**config.mk**
```make
export PLATFORM = sky130hd
export DESIGN_NAME = sobel_edge_engine
export DESIGN_NICKNAME = d
export VERILOG_FILES = /design/src/rtl/sobel_edge_engine.sv
export SDC_FILE = /design/constraint.sdc
export NUM_CORES = 1
export LEC_CHECK = 0
export CORE_MARGIN = 2
export CORE_UTILIZATION = 40
export CTS_BUF_LIST = sky130_fd_sc_hd__clkbuf_4
export DETAILED_ROUTE_END_ITERATION = 8
export PLACE_DENSITY_LB_ADDON = 0.3
export SLEW_MARGIN = 20
export SYNTH_ARGS = -nofsm -noshare
export SYNTH_HDL_FRONTEND = slang
export SYNTH_SLANG_ARGS = --single-unit
```
**constraint.sdc**
```tcl
create_clock -name clk -period 6.3 [get_ports clk]
set_clock_uncertainty 0.15 [all_clocks]
set_input_delay 1.89 -clock clk [delete_from_list [all_inputs] [get_ports clk]]
set_output_delay 1.89 -clock clk [all_outputs]
set_load 0.05 [all_outputs]
```
**src/rtl/sobel_edge_engine.sv**
```systemverilog
// 3x3 Sobel edge engine with frame-latched controls and per-frame edge statistics.
// Latency 3 cycles, one pixel per clock, no backpressure (never stalls).
module sobel_edge_engine #(
    parameter int  PIX_W   = 8,
    parameter int  THR_RST = 100,
    parameter int  CNT_W   = 22,
    localparam int MAG_W   = PIX_W + 3
) (
    input  logic             clk,
    input  logic             rst_n,
    input  logic [PIX_W-1:0] pixel_in1,
    input  logic [PIX_W-1:0] pixel_in2,
    input  logic [PIX_W-1:0] pixel_in3,
    input  logic [PIX_W-1:0] pixel_in4,
    input  logic [PIX_W-1:0] pixel_in5,
    input  logic [PIX_W-1:0] pixel_in6,
    input  logic [PIX_W-1:0] pixel_in7,
    input  logic [PIX_W-1:0] pixel_in8,
    input  logic [PIX_W-1:0] pixel_in9,
    input  logic             hsync,
    input  logic             vsync,
    input  logic             de,
    input  logic [MAG_W-1:0] threshold,
    input  logic [1:0]       mode,
    input  logic             norm_sel,
    output logic             hsync_out,
    output logic             vsync_out,
    output logic             de_out,
    output logic             edge_out,
    output logic [PIX_W-1:0] pixel_out,
    output logic [CNT_W-1:0] edge_count,
    output logic             count_valid
);

    localparam logic [MAG_W:0] PIX_MAX = {{(MAG_W-PIX_W+1){1'b0}}, {PIX_W{1'b1}}};

    logic [MAG_W-1:0]        thr_s, thr_1, thr_2;
    logic [1:0]              mode_s, mode_1, mode_2;
    logic                    norm_s, norm_1, norm_2;
    logic signed [MAG_W-1:0] gv_1, gh_1;
    logic [MAG_W-1:0]        av_2, ah_2;
    logic [PIX_W-1:0]        p5_1, p5_2;
    logic                    hs_1, hs_2, vs_1, vs_2, de_1, de_2;
    logic [CNT_W-1:0]        cnt, cnt_inc;
    logic [MAG_W-1:0]        sum_top, sum_bot, sum_lft, sum_rgt;
    logic [MAG_W:0]          mag;
    logic                    edge_c, frame_start, vs_rise;
    logic [PIX_W-1:0]        pix_c;

    // Sums are unsigned; the difference wraps into the signed result, which always fits.
    always_comb begin
        sum_top = MAG_W'(pixel_in1) + (MAG_W'(pixel_in2) << 1) + MAG_W'(pixel_in3);
        sum_bot = MAG_W'(pixel_in7) + (MAG_W'(pixel_in8) << 1) + MAG_W'(pixel_in9);
        sum_lft = MAG_W'(pixel_in1) + (MAG_W'(pixel_in4) << 1) + MAG_W'(pixel_in7);
        sum_rgt = MAG_W'(pixel_in3) + (MAG_W'(pixel_in6) << 1) + MAG_W'(pixel_in9);
    end

    assign frame_start = vsync & ~vs_1;

    always_ff @(posedge clk or negedge rst_n) begin
        if (!rst_n) begin
            thr_s  <= MAG_W'(THR_RST);
            mode_s <= 2'd0;
            norm_s <= 1'b0;
        end else if (frame_start) begin
            thr_s  <= threshold;
            mode_s <= mode;
            norm_s <= norm_sel;
        end
    end

    // Shadow values travel with the window, so a frame-boundary update never splits a pixel.
    always_ff @(posedge clk or negedge rst_n) begin
        if (!rst_n) begin
            gv_1 <= '0; gh_1 <= '0; p5_1 <= '0;
            thr_1 <= '0; mode_1 <= '0; norm_1 <= 1'b0;
            hs_1 <= 1'b0; vs_1 <= 1'b0; de_1 <= 1'b0;
            av_2 <= '0; ah_2 <= '0; p5_2 <= '0;
            thr_2 <= '0; mode_2 <= '0; norm_2 <= 1'b0;
            hs_2 <= 1'b0; vs_2 <= 1'b0; de_2 <= 1'b0;
        end else begin
            gv_1   <= $signed(sum_top - sum_bot);
            gh_1   <= $signed(sum_lft - sum_rgt);
            p5_1   <= pixel_in5;
            thr_1  <= thr_s;
            mode_1 <= mode_s;
            norm_1 <= norm_s;
            hs_1   <= hsync;
            vs_1   <= vsync;
            de_1   <= de;
            av_2   <= gv_1[MAG_W-1] ? $unsigned(-gv_1) : $unsigned(gv_1);
            ah_2   <= gh_1[MAG_W-1] ? $unsigned(-gh_1) : $unsigned(gh_1);
            p5_2   <= p5_1;
            thr_2  <= thr_1;
            mode_2 <= mode_1;
            norm_2 <= norm_1;
            hs_2   <= hs_1;
            vs_2   <= vs_1;
            de_2   <= de_1;
        end
    end

    always_comb begin
        if (norm_2) mag = (av_2 > ah_2) ? {1'b0, av_2} : {1'b0, ah_2};
        else        mag = {1'b0, av_2} + {1'b0, ah_2};
        edge_c = de_2 && (mag > {1'b0, thr_2});
        pix_c  = '0;
        if (de_2) begin
            case (mode_2)
                2'd0:    pix_c = edge_c ? '1 : '0;
                2'd1:    pix_c = (mag > PIX_MAX) ? '1 : mag[PIX_W-1:0];
                2'd2:    pix_c = p5_2;
                default: pix_c = edge_c ? '0 : '1;
            endcase
        end
    end

    // The vsync_out rise is seen one stage early so count_valid lines up with it.
    assign vs_rise = vs_2 & ~vsync_out;
    assign cnt_inc = (de_out && edge_out && cnt != '1) ? cnt + 1'b1 : cnt;

    always_ff @(posedge clk or negedge rst_n) begin
        if (!rst_n) begin
            hsync_out   <= 1'b0;
            vsync_out   <= 1'b0;
            de_out      <= 1'b0;
            edge_out    <= 1'b0;
            pixel_out   <= '0;
            edge_count  <= '0;
            count_valid <= 1'b0;
            cnt         <= '0;
        end else begin
            hsync_out   <= hs_2;
            vsync_out   <= vs_2;
            de_out      <= de_2;
            edge_out    <= edge_c;
            pixel_out   <= pix_c;
            count_valid <= vs_rise;
            if (vs_rise) begin
                edge_count <= cnt_inc;
                cnt        <= '0;
            end else begin
                cnt        <= cnt_inc;
            end
        end
    end

endmodule

```
==> summary.txt <==
Floorplan
  – Die ar.: roughly 25000 µm²
  – Boundary pin count: between 100 and 150
  – Starting Density: 0.410
  – Row count: 55
  – Core Box Area: between 20000 and 25000 µm²
  – Die W: about 160 µm
  – Die Ht: ~160 µm

Critical path
  – CP Buf/Inv Count: 2
  – Top delay family on crit path: adder cells
  – Slowest-stage cell, CP: fa_1
  – CP Max Fanout: 2
  – Worst Path Arrival: 5.64 ns
  – Worst path cell trace: clkdlybuf4s50_1, inv_1, fa_1, fa_1, fa_1, ha_1, a21o_1, a21oi_1, o21ai_0, a21oi_1, o21bai_1, a21oi_1, nor2_1, a211oi_1
  – Critical Path Sink Type: flip-flop
  – Max stage delay on crit path: roughly 0.52 ns
  – Worst EP required: between 6 and 7 ns
  – CP Launch Type: primary input
  – Critical path type: in -> reg

Pwr
  – Sequential power share: 0.316
  – Comb power frac: 0.568
  – Power Density: around 410 nW/µm²
  – Sw Pwr: between 1.5 and 2 mW
  – Internal power: 2.64 mW
  – Peak supply drop: approximately 0.16 mV
  – Clock network power share: 0.116
  – Sw frac: 0.427
  – Leak: between 5 and 6 nW

Placement
  – Post-DP HPWL: 13500 µm
  – Port bufs: approximately 130
  – Cell Area, Placed: about 11000 µm²
  – Gpl congestion: approximately 0.83

Route
  – Wirelength, routed: roughly 17000 µm
  – Drt first pass iters: 6
  – Vias post-DR: 5887
  – DR WL/cell: between 10 and 15 µm
  – DRC errors left: 0
  – Via density: roughly 4.7
  – DR iter-0 viols: about 230
  – Detail Route Antenna Nets: 0

CTS
  – Setup bufs post-CTS: 0
  – # hold bufs at CTS: 0
  – # H-tree levels: 4
  – Post-CTS sizing: 0
  – CTS tree: done
  – Clock Latency Late Sink: 0.55 ns
  – CTS sink cnt: 165
  – Clock root buffer: clkbuf_4
  – CTS max path bufs: 2
  – Clock transition at path regs: 0.12 ns
  – Number of buffers created by CTS: 17

GRT
  – GRT Total Usage: 0.147
  – Vias in the first global route: between 6000 and 7000
  – First-pass GRT wire length: 28700 µm
  – Largest net degree at the start of global routing: slightly below 90
  – Overflow after GRT: 0
  – Initial antenna violation count: 1

Yosys
  – Syn Inst Count: a little over 800
  – Synth async-reset ratio: 1.00
  – Synth Register Bits: 165
  – Post-synth EDFFs: 0
  – Primary FF master, synth: dfrtp_1
  – Avg Cell Area, Syn: 11.2 µm²
  – Post-synthesis cell area: between 9000 and 10000 µm²
  – Synth cell types: 69
  – Post-synth net total: 1042
  – Post-synthesis sequential area ratio: 0.444
  – Ys Warns: 0

Timing
  – Worst-Margin Slew: between 0.8 and 0.9 ns
  – RSZ-0062 raised after global routing: no
  – Final period util: 0.848
  – Max-slew headroom: 0.418
  – Post-route minimum period: 5.34 ns
  – Final hold viol count: 0
  – Pins Over Slew Limit: 0
  – # setup viols final: 0
  – Sum of negative setup slack: 0 ns
  – Max frequency: between 150 and 200 MHz

Final layout
  – Synth-to-layout area growth: 19.3%
  – Sequential cell area: between 4000 and 5000 µm²
  – Fillers: ~2100
  – Final net count: 1174
  – Multi-input gate area: approximately 4600 µm²
  – Layout cells sized above 1: 0.0794
  – Finished layout cell area: ~11000 µm²

Run status
  – Status: finished, final reports clean

Min path
  – Min-delay worst type: reg -> reg

Flow run
  – Max_cap viols: 0
[Yosys cell counts, types with 2 or more instances]
| cell type | n | area share |
|---|---|---|
| dfrtp_1 | 162 | 0.44 |
| inv_1 | 130 | 0.052 |
| fa_1 | 63 | 0.14 |
| ha_1 | 60 | 0.081 |
| nand2_1 | 56 | 0.023 |
| nor2_1 | 51 | 0.021 |
| o21ai_0 | 37 | 0.020 |
| xnor2_1 | 37 | 0.035 |
| a21oi_1 | 29 | 0.016 |
| xor2_1 | 20 | 0.019 |
| mux2_2 | 18 | 0.022 |
| nand3_1 | 16 | 0.0086 |
| clkbuf_1 | 13 | 0.0052 |
| nand2b_1 | 9 | 0.0060 |
| nand4_1 | 9 | 0.0060 |
| o21ai_1 | 8 | 0.0043 |
| o2bb2ai_1 | 8 | 0.0075 |
| or3_1 | 7 | 0.0047 |
| a21o_1 | 6 | 0.0048 |
| nor2b_1 | 5 | 0.0034 |
| o21a_1 | 5 | 0.0040 |
| and2_1 | 4 | 0.0027 |
| mux2i_1 | 4 | 0.0043 |
| nand4b_1 | 4 | 0.0038 |
| o21bai_1 | 4 | 0.0032 |
| o31ai_1 | 4 | 0.0032 |
| a211oi_1 | 3 | 0.0024 |
| dfstp_2 | 3 | 0.0085 |
| nor3_1 | 3 | 0.0016 |
| nor4_1 | 3 | 0.0020 |
| o211ai_1 | 3 | 0.0024 |
| a21boi_0 | 2 | 0.0016 |
| a21oi_2 | 2 | 0.0019 |
| a31oi_1 | 2 | 0.0013 |
| and3_1 | 2 | 0.0013 |
| and4_4 | 2 | 0.0024 |
| o31a_1 | 2 | 0.0019 |
[cell families (layout without fill, tap and decap cells)]
group                      after synthesis  count (layout)  share of synthesized area
AOI/OAI and AO/OA                      131             131                     0.0968
xor gates and xnor gates                57              57                     0.0536
adders and majority gates              123             123                      0.216
buffers and inverters                  146             288                     0.0598
DFF                                    165             165                      0.444
muxes                                   23              23                     0.0285
other                                    0               1                          0
and+or+nand+nor                        183             183                      0.101
[final timing paths]
check | startpoint | end | slack [ns] | depth (start not counted)
worst max-delay path | pixel_in7[2] | gv_1[10]$_DFF_PN0_ | 0.96 | 14
worst min-delay path | norm_1$_DFF_PN0_ | norm_2$_DFF_PN0_ | 0.20 | 0
worst max register to register | av_2[4]$_DFF_PN0_ | pixel_out[3]$_DFF_PN0_ | 1.79 | 13
worst min register to register | norm_1$_DFF_PN0_ | norm_2$_DFF_PN0_ | 0.20 | 0
max in group asynchronous | rst_n | gv_1[8]$_DFF_PN0_ | 3.73 | 2
min in group asynchronous | rst_n | thr_2[2]$_DFF_PN0_ | 1.23 | 1
[power by group through the flow]
| stage | Combinational [mW] | Clock [mW] | Sequential, mW |
|---|---|---|---|
| final | 2.62 | 0.535 | 1.45 |
| after global routing | 2.96 | 0.605 | 1.49 |
| after CTS | 2.64 | 0.561 | 1.46 |
| after detailed placement | 2.63 | 0 | 1.48 |
| after global placement | 2.60 | 0 | 1.47 |
| after floorplan | 1.96 | 0 | 1.52 |
[registers in the layout, indices dropped and copies added (netlist names), 2 cells and up]
signal      count
cnt            22
edge_count     22
ah_2           11
av_2           11
gh_1           11
gv_1           11
thr_1          11
thr_2          11
thr_s          11
p5_1            8
p5_2            8
pixel_out       8
mode_1          2
mode_2          2
mode_s          2
[per-stage QoR]
stage / utilization / setup WS, ns / total power [mW] / hold slack (ns) / std cells
2_1_floorplan: - / 1.09 / 3.47 / 0.181 / 828
3_3_place_gp: 0.479 / 0.452 / 4.07 / 0.183 / 1226
3_5_place_dp: 0.479 / 0.355 / 4.10 / 0.185 / 1226
4_1_cts: 0.489 / 0.956 / 4.66 / 0.202 / 1255
5_1_grt: 0.489 / 0.752 / 5.05 / 0.201 / 1256
6_report: 0.489 / 0.957 / 4.60 / 0.200 / 1256
[placed cells by master (no fill, tap or decap), types with 19 or more instances in the layout]
cell type / synthesis / final
a21oi_1: 29 / 29
clkbuf_4: 0 / 19
clkdlybuf4s50_1: 0 / 124
dfrtp_1: 162 / 162
fa_1: 63 / 63
ha_1: 60 / 60
inv_1: 130 / 130
nand2_1: 56 / 56
nor2_1: 51 / 51
o21ai_0: 37 / 37
xnor2_1: 37 / 37
xor2_1: 20 / 20
[layer usage]
layer / vias to the layer above / wire length (µm) / global-route usage
met3: 19 / 658 / 0.0299
met1: 2789 / 8050 / 0.201
met4: 0 / 295 / 0.0568
met2: 129 / 7740 / 0.233
met5: - / 0 / 0
li1: 2950 / - / -
[area by class of cell]
class                           instances  share of cell area
Antenna cell                            1            0.000225
Timing Repair Buffer                  129               0.115
Inverter                              130              0.0439
Multi-Input combinational cell        517               0.416
Clock inverter                         10             0.00766
Sequential cell                       165               0.372
Tap cell                              285              0.0321
Clock buffer                           19              0.0128
Power figures use the tool's default switching activity.
